### src/rtl/rom_download_ctrl_pkg.sv
// Shared types and default constants for the ROM download controller.
// Latency: n/a (declarations only).
// Backpressure: n/a.
package rom_download_ctrl_pkg;

  // Default parameter values for the download controller.
  localparam logic [7:0] DEF_ROM_INDEX   = 8'd0;
  localparam int         DEF_ADDR_W      = 14;
  localparam int         DEF_HOLD_CYCLES = 16;

  // State encodings, kept as plain constants for older code that matches on raw values.
  localparam logic [1:0] ST_IDLE   = 2'd0;
  localparam logic [1:0] ST_ACTIVE = 2'd1;
  localparam logic [1:0] ST_WRITE  = 2'd2;
  localparam logic [1:0] ST_HOLD   = 2'd3;

  typedef enum logic [1:0] {
    IDLE   = ST_IDLE,
    ACTIVE = ST_ACTIVE,
    WRITE  = ST_WRITE,
    HOLD   = ST_HOLD
  } dl_state_t;

endpackage

### src/rtl/dl_hold_timer.sv
// Counts the post-download reset hold window; expired marks its last cycle.
// Latency: expired rises on the HOLD_CYCLES-th tick after start drops.
// Backpressure: none; start has priority and clears the count.
// Ports: clk/reset_n; start clears the count; tick advances it; expired is
// high while the count sits at HOLD_CYCLES-1 (the final cycle of the window).
module dl_hold_timer
  import rom_download_ctrl_pkg::*;
#(
  parameter int HOLD_CYCLES = DEF_HOLD_CYCLES
) (
  input  logic clk,
  input  logic reset_n,
  input  logic start,
  input  logic tick,
  output logic expired
);

  localparam int               CNT_W = $clog2(HOLD_CYCLES + 1);
  localparam logic [CNT_W-1:0] LAST  = CNT_W'(HOLD_CYCLES - 1);

  logic [CNT_W-1:0] cnt_q;

  assign expired = (cnt_q == LAST);

  // The count parks at LAST, so it can never wrap if the owner lingers.
  always_ff @(posedge clk or negedge reset_n) begin
    if (!reset_n) begin
      cnt_q <= '0;
    end else if (start) begin
      cnt_q <= '0;
    end else if (tick && !expired) begin
      cnt_q <= cnt_q + CNT_W'(1);
    end
  end

endmodule

### src/rtl/rom_download_ctrl.sv
// Bridges host ioctl byte downloads into core memory writes and sequences core reset.
// Latency: dn_wr rises the cycle after an accepted ioctl_wr strobe.
// Backpressure: ioctl_wait mirrors dn_wr and holds until mem_ready accepts the write.
// Ports: ioctl_* is the host download side; dn_addr/dn_data/dn_wr with mem_ready is
// the core write side; core_reset, dl_done (pulse), dl_error (sticky) and
// byte_count report session status.
module rom_download_ctrl
  import rom_download_ctrl_pkg::*;
#(
  parameter logic [7:0] ROM_INDEX   = DEF_ROM_INDEX,
  parameter int         ADDR_W      = DEF_ADDR_W,
  parameter int         HOLD_CYCLES = DEF_HOLD_CYCLES
) (
  input  logic              clk,
  input  logic              reset_n,
  input  logic              ioctl_download,
  input  logic [7:0]        ioctl_index,
  input  logic              ioctl_wr,
  input  logic [24:0]       ioctl_addr,
  input  logic [7:0]        ioctl_dout,
  output logic              ioctl_wait,
  input  logic              mem_ready,
  output logic [ADDR_W-1:0] dn_addr,
  output logic [7:0]        dn_data,
  output logic              dn_wr,
  output logic              core_reset,
  output logic              dl_done,
  output logic              dl_error,
  output logic [ADDR_W:0]   byte_count
);

  localparam logic [ADDR_W:0] BC_MAX = '1;

  dl_state_t state_q;
  logic      start_match;
  logic      addr_ok;
  logic      hold_expired;

  assign start_match = ioctl_download && (ioctl_index == ROM_INDEX);
  // In range when nothing above the core address width is set.
  assign addr_ok     = (ioctl_addr[24:ADDR_W] == '0);

  // Outputs decoded from state so an async reset clears them immediately.
  assign dn_wr      = (state_q == WRITE);
  assign ioctl_wait = (state_q == WRITE);
  assign core_reset = (state_q != IDLE);

  // The timer is held clear outside HOLD, so re-entering HOLD always restarts it.
  dl_hold_timer #(
    .HOLD_CYCLES(HOLD_CYCLES)
  ) u_hold_timer (
    .clk    (clk),
    .reset_n(reset_n),
    .start  (state_q != HOLD),
    .tick   (state_q == HOLD),
    .expired(hold_expired)
  );

  always_ff @(posedge clk or negedge reset_n) begin
    if (!reset_n) begin
      state_q    <= IDLE;
      dn_addr    <= '0;
      dn_data    <= '0;
      dl_done    <= 1'b0;
      dl_error   <= 1'b0;
      byte_count <= '0;
    end else begin
      dl_done <= 1'b0;
      case (state_q)
        IDLE: begin
          if (start_match) begin
            state_q    <= ACTIVE;
            byte_count <= '0;
            dl_error   <= 1'b0;
          end
        end
        ACTIVE: begin
          if (ioctl_wr && addr_ok) begin
            dn_addr <= ioctl_addr[ADDR_W-1:0];
            dn_data <= ioctl_dout;
            state_q <= WRITE;
          end else begin
            // An out-of-range byte is dropped; a session end in the same cycle still closes it.
            if (ioctl_wr) dl_error <= 1'b1;
            if (!ioctl_download) state_q <= HOLD;
          end
        end
        WRITE: begin
          // Host strobed while stalled: flag it, keep the pending write intact.
          if (ioctl_wr) dl_error <= 1'b1;
          if (mem_ready) begin
            if (byte_count != BC_MAX) byte_count <= byte_count + (ADDR_W+1)'(1);
            state_q <= ioctl_download ? ACTIVE : HOLD;
          end
        end
        HOLD: begin
          if (start_match) begin
            state_q    <= ACTIVE;
            byte_count <= '0;
            dl_error   <= 1'b0;
          end else if (hold_expired) begin
            state_q <= IDLE;
            dl_done <= 1'b1;
          end
        end
        default: state_q <= IDLE;
      endcase
    end
  end

endmodule
### config.mk
export PLATFORM = sky130hd
export DESIGN_NAME = rom_download_ctrl
export DESIGN_NICKNAME = d
export VERILOG_FILES = /design/src/rtl/rom_download_ctrl_pkg.sv /design/src/rtl/dl_hold_timer.sv /design/src/rtl/rom_download_ctrl.sv
export SDC_FILE = /design/constraint.sdc
export NUM_CORES = 1
export LEC_CHECK = 0
export ABC_AREA = 1
export BUFFER_PORTS_ARGS = -buffer_cell sky130_fd_sc_hd__buf_2
export CORE_AREA = 2 2 85 67
export DETAILED_ROUTE_END_ITERATION = 7
export DIE_AREA = 0 0 87 69
export PLACE_DENSITY = 0.86
export RECOVER_POWER = 25
export SYNTH_ARGS = -nofsm -noshare
export SYNTH_HDL_FRONTEND = slang
export SYNTH_SLANG_ARGS = --single-unit
### constraint.sdc
create_clock -name clk -period 1.8 [get_ports clk]
set_input_delay 0.27 -clock clk [delete_from_list [all_inputs] [get_ports clk]]
set_output_delay 0.27 -clock clk [all_outputs]
set_load 0.05 [all_outputs]
==> results.md, run 1 <==
- The flow ran to the end, and the final reports show no timing, DRC or antenna violations.
- The clock-pin transition on the worst setup and hold timing paths is 90 ps.
- The biggest area contributor in the post-synthesis netlist is dfrtp_1.
- The die covers 6000 µm².
- The clock arrives with 5.55 ps of skew.
- Setup violations remaining at the end of the flow were counted as 0.
- For the pin with the worst max-slew slack, the measured transition is 588 ps.
- Measured along the x axis, the die boundary spans 87 µm.
- The via count of the first global-routing pass is 2264.
- Summed over its instances, the top area cell type makes up 45.9% of the synthesized netlist area.
- The total count of max-transition violations in the final report is 0.
- The via density per instance is 4.91.
- Summing all multi-input logic gate instances after layout gives 1190 µm².
- Fill cells in the final layout number 447.
- Summing every instance area after synthesis gives 2510 µm².
- Port buffering added 87 buffers.
- The die is 69 µm tall.
- Routability-driven placement finished with a final weighted congestion of 0.899.
- The remaining number of nets flagged by the antenna check after routing is 0.
- The startpoint of the worst register-to-register path is state_q[0].
- The min-delay analysis places its worst path in the category input pin to flip-flop.
- The category of the most critical setup path is flip-flop to flip-flop.
- The final hold violation count is 0.
- Max-cap violations in this run came to 0.
- The total overflow left after global routing is 0.
- The initial antenna violation count is 0.
- In this run, synthesis produced a sequential element count of 46.
- For this run, the register share of the synthesized area comes to 45.9%.
- Power spread over the standard cell area amounts to 1130 nW/µm².
- The worst hold path passes through 3 cells.
- The storage element area is 1150 µm².
- The net count of the finished layout is 496.
- For this block, the routed nets add up to 6.01 mm of wire.
- The endpoint identified for the worst register-to-register timing path is byte_count[13].
- At the worst endpoint, the arrival time is 1940 ps.
- The total of warnings raised by yosys is 0.
- After the first detailed-routing iteration, the DRC count stood at 178.
- Entering global routing, the biggest net connects 45 pins.
- The TritonCTS clock tree is done.
- STA classifies the critical path endpoint as a flip-flop.
- The CTS buffer count is 5.
- The total half-perimeter wirelength after legalization and detailed placement is 4.39 mm.
- After floorplanning, the core was divided into 23 placement rows.
- The area growth from synthesis to layout is 28.1%.
- After routing the design area is 3210 µm².
- Sorting the synthesized cells by area gives the leading types as dfrtp_1, nand2_1, inv_1.
- The type of origin of the critical path is a flip-flop.
- The number of remaining DRC errors is 0.
- Data on the critical path is required at its endpoint by 2050 ps.
- The number of antenna cells inserted is 0.
- The total power is 3620 µW.
- Of all nets on the critical path, the largest fanout is 15.
- For this configuration, the core starts out at a cell density of 48.7%.
- The maximum root-to-sink buffer count is 2.
- The startpoint identified for the worst hold timing path is ioctl_dout[6].
- The relative slew slack is 60.8%.
- After detailed placement, the design holds a cell count of 493.
- The wire length of the first global-routing pass is 9.98 mm.
- The placed instances occupy a cell area of 3070 µm².
- The clock root buffer master is clkbuf_8.
- Across every metal layer, demand over resource in global routing totals 20.5%.
- Yosys mapped the design onto 23 distinct sky130hd cell types.
- After layout, the worst setup slack is 107 ps.
- The achievable clock frequency is 591 MHz.
- Once layout is complete, the cells apart from fillers number 505.
- The most critical setup path has its endpoint at byte_count[13].
- The ratio of cells with drive above 1 in the final layout is 28.9%.
- Across all register-to-register paths, the minimum setup slack is 110 ps.
- The number of cells on the worst reg-to-reg path is 9.
- The total negative slack for setup checks is 0 ps.
- The total iterations of the first detailed-routing run is 5.
- The post-place setup slack is 25.7 ps.
- The start point of the critical path is state_q[0].
- IR analysis of the VDD net gives a maximum drop of 0.000732 V.
- The latest clock arrival within the worst-skew pair is 310 ps.
- Synthesis produced a netlist with a net count of 398.
- The mean cell area of the mapped netlist is 7.29 µm².
- The static leakage power is 0.00183 µW.
- The number of ports placed on the die boundary is 88.
- The area of the core is 5150 µm².
- The cell count after synthesis is 344.
- The clock period could shrink to 1690 ps.
- The H-tree generated during clock tree synthesis spans 2 levels.
- The ratio of final minimum period to clock period is 94.1%.
- The via count of the routed design is 2481.
- The clock sink count is 46.
- After detailed routing, the average wire length per cell comes to 11.9 µm.
## stage by stage
stage	utilization, %	hold WS, ps
finish	62.4	204
global placement	59.6	281
floorplan	-	-25.6
detailed placement	59.6	297
global route	62.4	214
CTS	61.5	198
## worst min path at each step
stage,end,slack (ps)
2_1_floorplan,byte_count[0],-30
3_3_place_gp,byte_count[11],280
3_5_place_dp,byte_count[10],300
4_1_cts,dn_addr[1],200
5_1_grt,dn_data[4],210
6_report,dn_data[6],200
## flip-flops by register name, indices dropped and copies added (netlist names)
register and cells:
u_hold_timer.cnt_q 5, byte_count 15, dn_addr 14, dl_error 1, dn_data 8, state_q 2, dl_done 1
## power breakdown
| part | internal, µW | total, µW | switching [µW] |
|---|---|---|---|
| sequential | 1110 | 1200 | 89.7 |
| clock | 275 | 646 | 371 |
| combinational | 640 | 1780 | 1140 |
## cells in the final DEF (no fill, tap or decap), types with 2 or more instances in the layout
cell,count
clkbuf_2,2
a21oi_1,7
clkbuf_8,5
and2_1,2
nor2_1,38
dfrtp_2,2
ha_1,5
dfrtp_1,44
a21oi_2,2
inv_1,44
o21ai_0,28
nor2_2,3
buf_2,86
nand2_1,118
buf_4,8
nand3_1,18
nand2_2,6
ha_4,2
nor2_4,3
o21a_1,2
nand4_1,4
## cell families (layout without fill, tap and decap cells)
family          Yosys count  in the layout  synth area share (%)
simple gates            196            196                  32.8
buf+inv                  53            152                  8.83
compound gates           41             41                  8.53
fa+ha+maj                 8              8                  3.99
flops                    46             46                  45.9
## synth_stat cells
master    instances
nand3_1          18
and2_1            2
dfrtp_1          46
nor2_2            4
nor2b_1           1
buf_8             1
inv_1            45
clkbuf_1          5
or2_2             1
nand4_1           4
nand2_2           5
nand2_1         120
o22ai_1           1
o21ai_0          28
buf_6             1
ha_1              8
nor3_2            1
nor2_1           38
a21oi_1           9
o31ai_1           1
buf_4             1
nor2_4            2
o21a_1            2
## critical path: stages, from the launching register on
cell     delay, ps
dfrtp_1        440
inv_2          140
ha_4           180
inv_1           70
or2_2          310
nand2_1        100
a21oi_2         60
nand2_4        180
nand2_1         70
nand2_1         60
## final cells by class
| class | instances | share of cell area [%] |
|---|---|---|
| sequential | 46 | 35.9 |
| clock buffer | 6 | 2.26 |
| clock inverter | 2 | 0.428 |
| multi-input combinational | 245 | 36.9 |
| inverter | 45 | 5.25 |
| tap | 62 | 2.41 |
| timing repair buffer | 99 | 16.9 |
## repair_timing
| item | in CTS | in global routing |
|---|---|---|
| endpoints found under the hold margin | 22 | 0 |
| buffers inserted | 0 | 3 |
| setup endpoints to repair | 0 | 19 |
| resized for setup | 0 | 10 |
| hold buffers | 1 | 0 |
## metal layers
metal | share of wire [%] | GRT usage (%) | vias up
met5 | 0 | 0 | -
met4 | 1.7 | 6.94 | 0
met3 | 8.2 | 4.55 | 12
met2 | 46 | 32.2 | 106
met1 | 44 | 27.9 | 1107
li1 | - | - | 1256
Note: power is estimated with default switching activity, not from simulation.
==> inputs of run 2 (changes only) <==
--- a/config.mk
+++ b/config.mk
@@ -7,11 +7,12 @@
 export LEC_CHECK = 0
 export ABC_AREA = 1
 export BUFFER_PORTS_ARGS = -buffer_cell sky130_fd_sc_hd__buf_2
-export CORE_AREA = 2 2 85 67
+export CORE_AREA = 2 2 122 94
 export DETAILED_ROUTE_END_ITERATION = 7
-export DIE_AREA = 0 0 87 69
-export PLACE_DENSITY = 0.86
+export DIE_AREA = 0 0 124 96
+export PLACE_DENSITY = 0.52
 export RECOVER_POWER = 25
+export SKIP_CTS_REPAIR_TIMING = 1
 export SYNTH_ARGS = -nofsm -noshare
 export SYNTH_HDL_FRONTEND = slang
 export SYNTH_SLANG_ARGS = --single-unit
==> constraint.sdc (replaced) <==
create_clock -name clk -period 2.1 [get_ports clk]
set_input_delay 0.315 -clock clk [delete_from_list [all_inputs] [get_ports clk]]
set_output_delay 0.315 -clock clk [all_outputs]
set_load 0.05 [all_outputs]
==> results.md, run 2 (synthesized netlist as in run 1, its figures left out) <==
- The run finished with clean final reports.
- The register-to-register setup slack is 300 ps.
- For the final database, setup skew stands at 5.32 ps.
- The largest individual stage delay along the critical path comes from the cell dfrtp_1.
- The worst hold-check path type is input pin to flip-flop.
- At the pin with the least slew margin, the transition time is 1170 ps.
- The first detailed-routing pass ran for 4 iterations.
- In this run the vertical extent of the chip is 96 µm.
- The achievable clock frequency is 555 MHz.
- The sequential cells in the finished layout cover a total of 1150 µm².
- The number of placement rows is 33.
- The via count of the routed design is 2335.
- The most common cell after layout, fill and taps aside is nand2_1.
- Dividing the detail-routed wire length by the instance count gives 11.1 µm.
- TritonCTS built the clock tree.
- The total negative slack for setup checks is 0 ps.
- The tool flagged a number of max-cap violations equal to 0.
- The register with the most flip-flops in the layout has 15 of them.
- After detailed placement, the design holds a cell count of 566.
- The type of origin of the critical path is a flip-flop.
- Traced cell by cell, the critical path runs through inv_1 -> ha_1 -> inv_1 -> nand2_1 -> nand2_1 -> nor2_4 -> nand2_1 -> nand2_1.
- The number of remaining DRC errors is 0.
- After detailed placement, the total cell area comes to 3100 µm².
- Setup repair after global routing left no endpoint under its margin.
- The count of nets left with antenna violations once routing finished came out at 0.
- The ratio of cells with drive above 1 in the final layout is 25.6%.
- The worst setup path is captured at a flip-flop.
- Dividing total power by cell area gives a power density of 951 nW/µm².
- In this run the critical register-to-register path is launched from state_q[0].
- The worst path uses 85.9% of the clock period.
- Global routing finished with a remaining overflow of 0.
- Data arrives at the worst endpoint at 2040 ps.
- The die is 124 µm wide.
- The worst hold path begins at ioctl_addr[0].
- The relative slew slack is 22.3%.
- For the worst-skew pair, the clock arrives at the later sink with an insertion delay of 290 ps.
- In this run the tool buffered the top-level ports with 87 buffer cells.
- The category of the most critical setup path is flip-flop to flip-flop.
- The total half-perimeter wirelength after legalization and detailed placement is 4.73 mm.
- At the end of the flow, the number of nets in the layout was 487.
- The number of cells on the worst hold path is 3.
- The area of all placed cells without fillers is 3260 µm².
- From synthesis to final layout, the design area changed by 29.9%.
- The pin count of the biggest net entering global routing is 47.
- The total detailed-routing wirelength is 6.36 mm.
- The initial antenna violation count is 0.
- 0 antenna diodes ended up in the layout.
- In this design, the largest share of critical-path delay is due to simple AND/OR/NAND/NOR gates.
- In the final layout, the multi-input gates occupy 1140 µm².
- Once layout is complete, the utilization of the core stands at 30.3%.
- The global routing usage on met3 is 2.90%.
- The endpoint of the worst hold-timing path is dn_addr[0].
- The maximum cell stage delay along the critical path is 430 ps.
- The static leakage power is 0.00183 µW.
- After the flow finishes, the layout carries non-filler instances totaling 574.
- The via density per instance is 4.07.
- The time the worst path needs with I/O delays and setup is 1800 ps.
- In this run the clock root is driven by a clkbuf_16.
- The first routing iteration left 74 violations.
- For this configuration, the core starts out at a cell density of 23.4%.
- The largest fanout on the critical path is 15.
- Leaving out fill and tap cells, the most frequent cells in the layout are nand2_1, buf_2, dfrtp_1.
- The worst endpoint required time is 2330 ps.
- The total power is 3100 µW.
- The global routing stage identified its most utilized layer as met2.
- The floorplan step defined a die boundary enclosing 11900 µm².
- For this run, global-route usage on met1 was measured as 14.9%.
- Across every metal layer, demand over resource in global routing totals 11.3%.
- The register bank with the most flops is byte_count.
- Counting buffers and inverters, the worst setup path is 8 cells deep.
- CTS built an H-tree with a depth of 2.
- Setup violations remaining at the end of the flow were counted as 0.
- The number of cells on the worst reg-to-reg path is 8.
- The final hold violation count was 0.
- The area of the core is 10700 µm².
- Counting every sink on the clock net gives 46.
- The number of fill cells in the layout is 1208.
- Clock-pin slew was measured on the worst setup and hold paths at 70 ps.
- The number of ports placed on the die boundary is 88.
- The maximum root-to-sink buffer count is 2.
- The largest registers in the layout are byte_count (15), dn_addr (14), dn_data (8).
- The first global-routing pass estimated 10.4 mm of wire.
- The congestion estimate from routability-driven global placement came to 0.756.
- Counting both buffers and inverters, the worst setup path holds a total of 2.
- The via count of the first global-routing pass is 2191.
- The most numerous cell type found on the critical path is nand2_1.
- For met2 alone, demand over resource in global routing was 18.5%.
- The endpoint of the worst-slack reg-to-reg timing path is byte_count[10].
- The total count of max-transition violations in the final report came to 0.
- The worst ir drop on vdd is 0.000345 V.
- In this run, CTS created clock tree buffers numbering 5.
run 2: tightest hold or removal path, stage by stage:
cell and delay, ps:
buf_2 90, inv_1 30, o21ai_0 70
run 2: report_power, final:
group          switching, µW  internal (µW)  total, µW
logic                    886            353       1240
clock network            380            457        837
registers               72.8            950       1020
run 2: worst max path at each step:
stage,slack [ps],start,end
after floorplan,100,state_q[0],byte_count[0]
after global placement,230,state_q[0],byte_count[5]
after detailed placement,180,state_q[0],byte_count[11]
after CTS,150,state_q[0],byte_count[4]
after global routing,100,state_q[0],byte_count[3]
final,300,state_q[0],byte_count[10]
run 2: metrics by stage:
step,worst slack [ps],hold slack [ps]
floorplan,96.0,19.4
global placement,233,462
detailed placement,178,462
CTS,155,140
global route,98.2,255
finish,297,259
run 2: cell type report:
cell class | count | share of cell area, %
multi-input combinational | 245 | 35.0
sequential | 46 | 35.3
clock buffer | 5 | 3.84
clock inverter | 3 | 0.883
timing repair buffer | 90 | 14.4
tap | 140 | 5.38
inverter | 45 | 5.18
run 2: metal layers:
metal | wire length (µm) | up-vias
met3 | 336 | 6
met5 | 0 | -
met2 | 2900 | 55
met1 | 3070 | 1033
met4 | 51 | 0
li1 | - | 1241
==> inputs of run 3 (changes only) <==
--- a/config.mk
+++ b/config.mk
@@ -7,9 +7,10 @@
 export LEC_CHECK = 0
 export ABC_AREA = 1
 export BUFFER_PORTS_ARGS = -buffer_cell sky130_fd_sc_hd__buf_2
-export CORE_AREA = 2 2 122 94
+export CORE_AREA = 2 2 126 91
 export DETAILED_ROUTE_END_ITERATION = 7
-export DIE_AREA = 0 0 124 96
+export DIE_AREA = 0 0 128 93
+export GPL_TIMING_DRIVEN = 0
 export PLACE_DENSITY = 0.52
 export RECOVER_POWER = 25
 export SKIP_CTS_REPAIR_TIMING = 1
==> constraint.sdc (replaced) <==
create_clock -name clk -period 1.8 [get_ports clk]
set_input_delay 0.27 -clock clk [delete_from_list [all_inputs] [get_ports clk]]
set_output_delay 0.27 -clock clk [all_outputs]
set_load 0.05 [all_outputs]
==> results.md, run 3 (synthesized netlist as in run 1, its figures left out) <==
- The dominant cell type by count on the critical path is nand2_1.
- The global route total overflow is 0.
- The number of port buffers is 87.
- The run finished with clean final reports.
- The latest clock arrival within the worst-skew pair is 290 ps.
- The die extent in x is 128 µm.
- The final hold violation count is 0.
- The largest registers in the layout are byte_count (15), dn_addr (14), dn_data (8).
- The CTS buffer count is 5.
- Cells with a size suffix above 1 make up 30.6% of the layout.
- The post-place setup slack is -109 ps.
- The overall fraction of global-route tracks in use is 11.4%.
- Summing all placed instances gives a cell area of 3130 µm².
- The switching power is 1660 µW.
- The area growth from synthesis to final layout is 35.3%.
- The number of antenna cells inserted is 0.
- For this run, design rule violations remaining after detail routing come to 0.
- The worst clock skew on the final layout is 7.29 ps.
- The number of flip-flops in the largest register is 15.
- The signal on the critical path passes through ha_2 -> nand2_2 -> nor2_2 -> and2_1 -> nand3_1 -> nand2_1 -> nor2_4 -> buf_6 -> nand2_1 -> nand2_1.
- Counting the fill cells in the layout gives 1161.
- The worst ir drop on vdd is 0.000359 V.
- Along the worst path, the maximum fanout reaches 10.
- The first global-routing pass estimated 10.8 mm of wire.
- In the layout the commonest cells are nand2_1, buf_2, dfrtp_1.
- The global placer's final weighted congestion is 0.839.
- At the end of the flow, the number of nets in the layout was 501.
- Counting flops per register, the top entry is byte_count.
- For this design the ratio of total power to cell area is 1190 nW/µm².
- STA classifies the critical path endpoint as a flip-flop.
- The total count of max-transition violations in the final report is 0.
- The critical path is of the flip-flop to flip-flop type.
- The clock root buffer master is clkbuf_16.
- The fraction of power spent switching nets is 41.2%.
- From bottom edge to top edge, the die measures 93 µm.
- The initial antenna violation count is 0.
- The average detailed-routed wire length per instance is 11.2 µm.
- Setup repair after global routing left no endpoint under its margin.
- Setup slack on the critical path of the routed design comes to 134 ps.
- The via count of the routed design is 2421.
- The area of all placed cells without fillers is 3390 µm².
- TritonCTS built the clock tree.
- The floorplan has 32 rows.
- After detailed routing, the total wire length is 6.53 mm.
- Once detailed placement completed, the half-perimeter wirelength came to 4.82 mm.
- In this run, placement finished with an instance count of 567.
- The pin count of the biggest net entering global routing is 47.
- The via count of the first global-routing pass is 2319.
- The area of the core is 10700 µm².
- The count of nets left with antenna violations once routing finished came out at 0.
- The analysis attributes to cell leakage a power of 0.00187 µW.
- The design internal power is 2370 µW.
- STA classifies the critical path startpoint as a flip-flop.
- The achievable clock frequency is 600 MHz.
- The tool flagged a number of max-cap violations equal to 0.
- The time the worst path needs with I/O delays and setup is 1670 ps.
- The clock-pin transition on the worst setup and hold timing paths is 70 ps.
- The finished layout holds 584 standard cells, fillers aside.
- The worst hold-check path type is input pin to async pin.
- The total iterations of the first detailed-routing run is 4.
- The clock sink count is 46.
- Data arrives at the worst endpoint at 1890 ps.
- Setup violations remaining at the end of the flow were counted as 0.
- The full die area is 11900 µm².
- Overall power consumption after layout is estimated at 4030 µW.
- The actual transition at the worst max-transition pin is 1200 ps.
- The detailed router's first-iteration violation count is 123.
- The maximum cell stage delay along the critical path is 430 ps.
- The slowest stage of the critical path is the dfrtp_2 cell.
- The relative contribution of combinational cells to total power is 46.2%.
- In this run the count of I/O pins placed on the die edge is 88.
- Using the TritonRoute via totals, the vias-per-cell ratio works out to 4.15.
- In the finished design, the share of the clock period the worst path needs comes to 92.6%.
- In this run, the clock network consumes 23.9% of the power.
- The maximum root-to-sink buffer count is 2.
- Summed over all failing endpoints, the final setup total negative slack is 0 ps.
- The power share of the sequential group is 29.9%.
- Once the floorplan was initialized, standard cells occupied 23.4% of the core.
- In this run the number of H-tree levels came out at 2.
- Measured against its own limit, the worst slew margin works out to 20.1%.
- The worst endpoint required time is 2020 ps.
- Leaving out fill and tap cells, the most frequent cell in the layout is nand2_1.
-- run 3: worst paths after layout --
check                                   start             to  slack [ps]  cells past startpoint
worst min-delay path                  reset_n     dn_addr[0]         220                      1
min in group clk                ioctl_addr[2]     dn_addr[2]         220                      3
worst max register to register  byte_count[0]  byte_count[0]         130                     10
worst max-delay path            byte_count[0]  byte_count[0]         130                     10
max in group asynchronous             reset_n  byte_count[1]         760                      1
worst min register to register     dn_data[6]     dn_data[6]         480                      2
-- run 3: cell type report --
type	instances	area (µm²)	area share [%]
multi-input cells	245	1190	35.0
flip-flops and latches	46	1150	34.0
repair buffers	96	503	14.8
inverters	45	171	5.05
well taps	136	170	5.01
clock buffers	6	139	4.09
plain buffers	8	56.3	1.66
clock inverters	2	12.5	0.369
-- run 3: worst max-delay path: cells and delay by family, from the launching register on --
family                   cells  cell delay (ps)
buffers and inverters        1              170
flip-flops                   1              430
adder cells (fa/ha/maj)      1              200
AND/OR/NAND/NOR              8              800
-- run 3: per-layer routing --
| layer | track usage (%) | wire (µm) |
|---|---|---|
| met4 | 4.30 | 88 |
| met3 | 2.63 | 351 |
| met1 | 15.4 | 3270 |
| met2 | 17.9 | 2820 |
| met5 | 0 | 0 |
-- run 3: metrics by stage --
| stage | util [%] | hold WS [ps] |
|---|---|---|
| after floorplan | - | -25.6 |
| after global placement | 29.2 | 466 |
| after detailed placement | 29.2 | 472 |
| after CTS | 30.6 | 214 |
| after global routing | 31.6 | 234 |
| final | 31.6 | 222 |
-- run 3: power groups by stage --
stage | clock [µW] | combinational [µW] | sequential, µW
finish | 964 | 1860 | 1200
global route | 1040 | 2070 | 1220
CTS | 1020 | 1620 | 1190
detailed placement | 0 | 1620 | 1210
global placement | 0 | 1620 | 1210
floorplan | 0 | 1040 | 1330
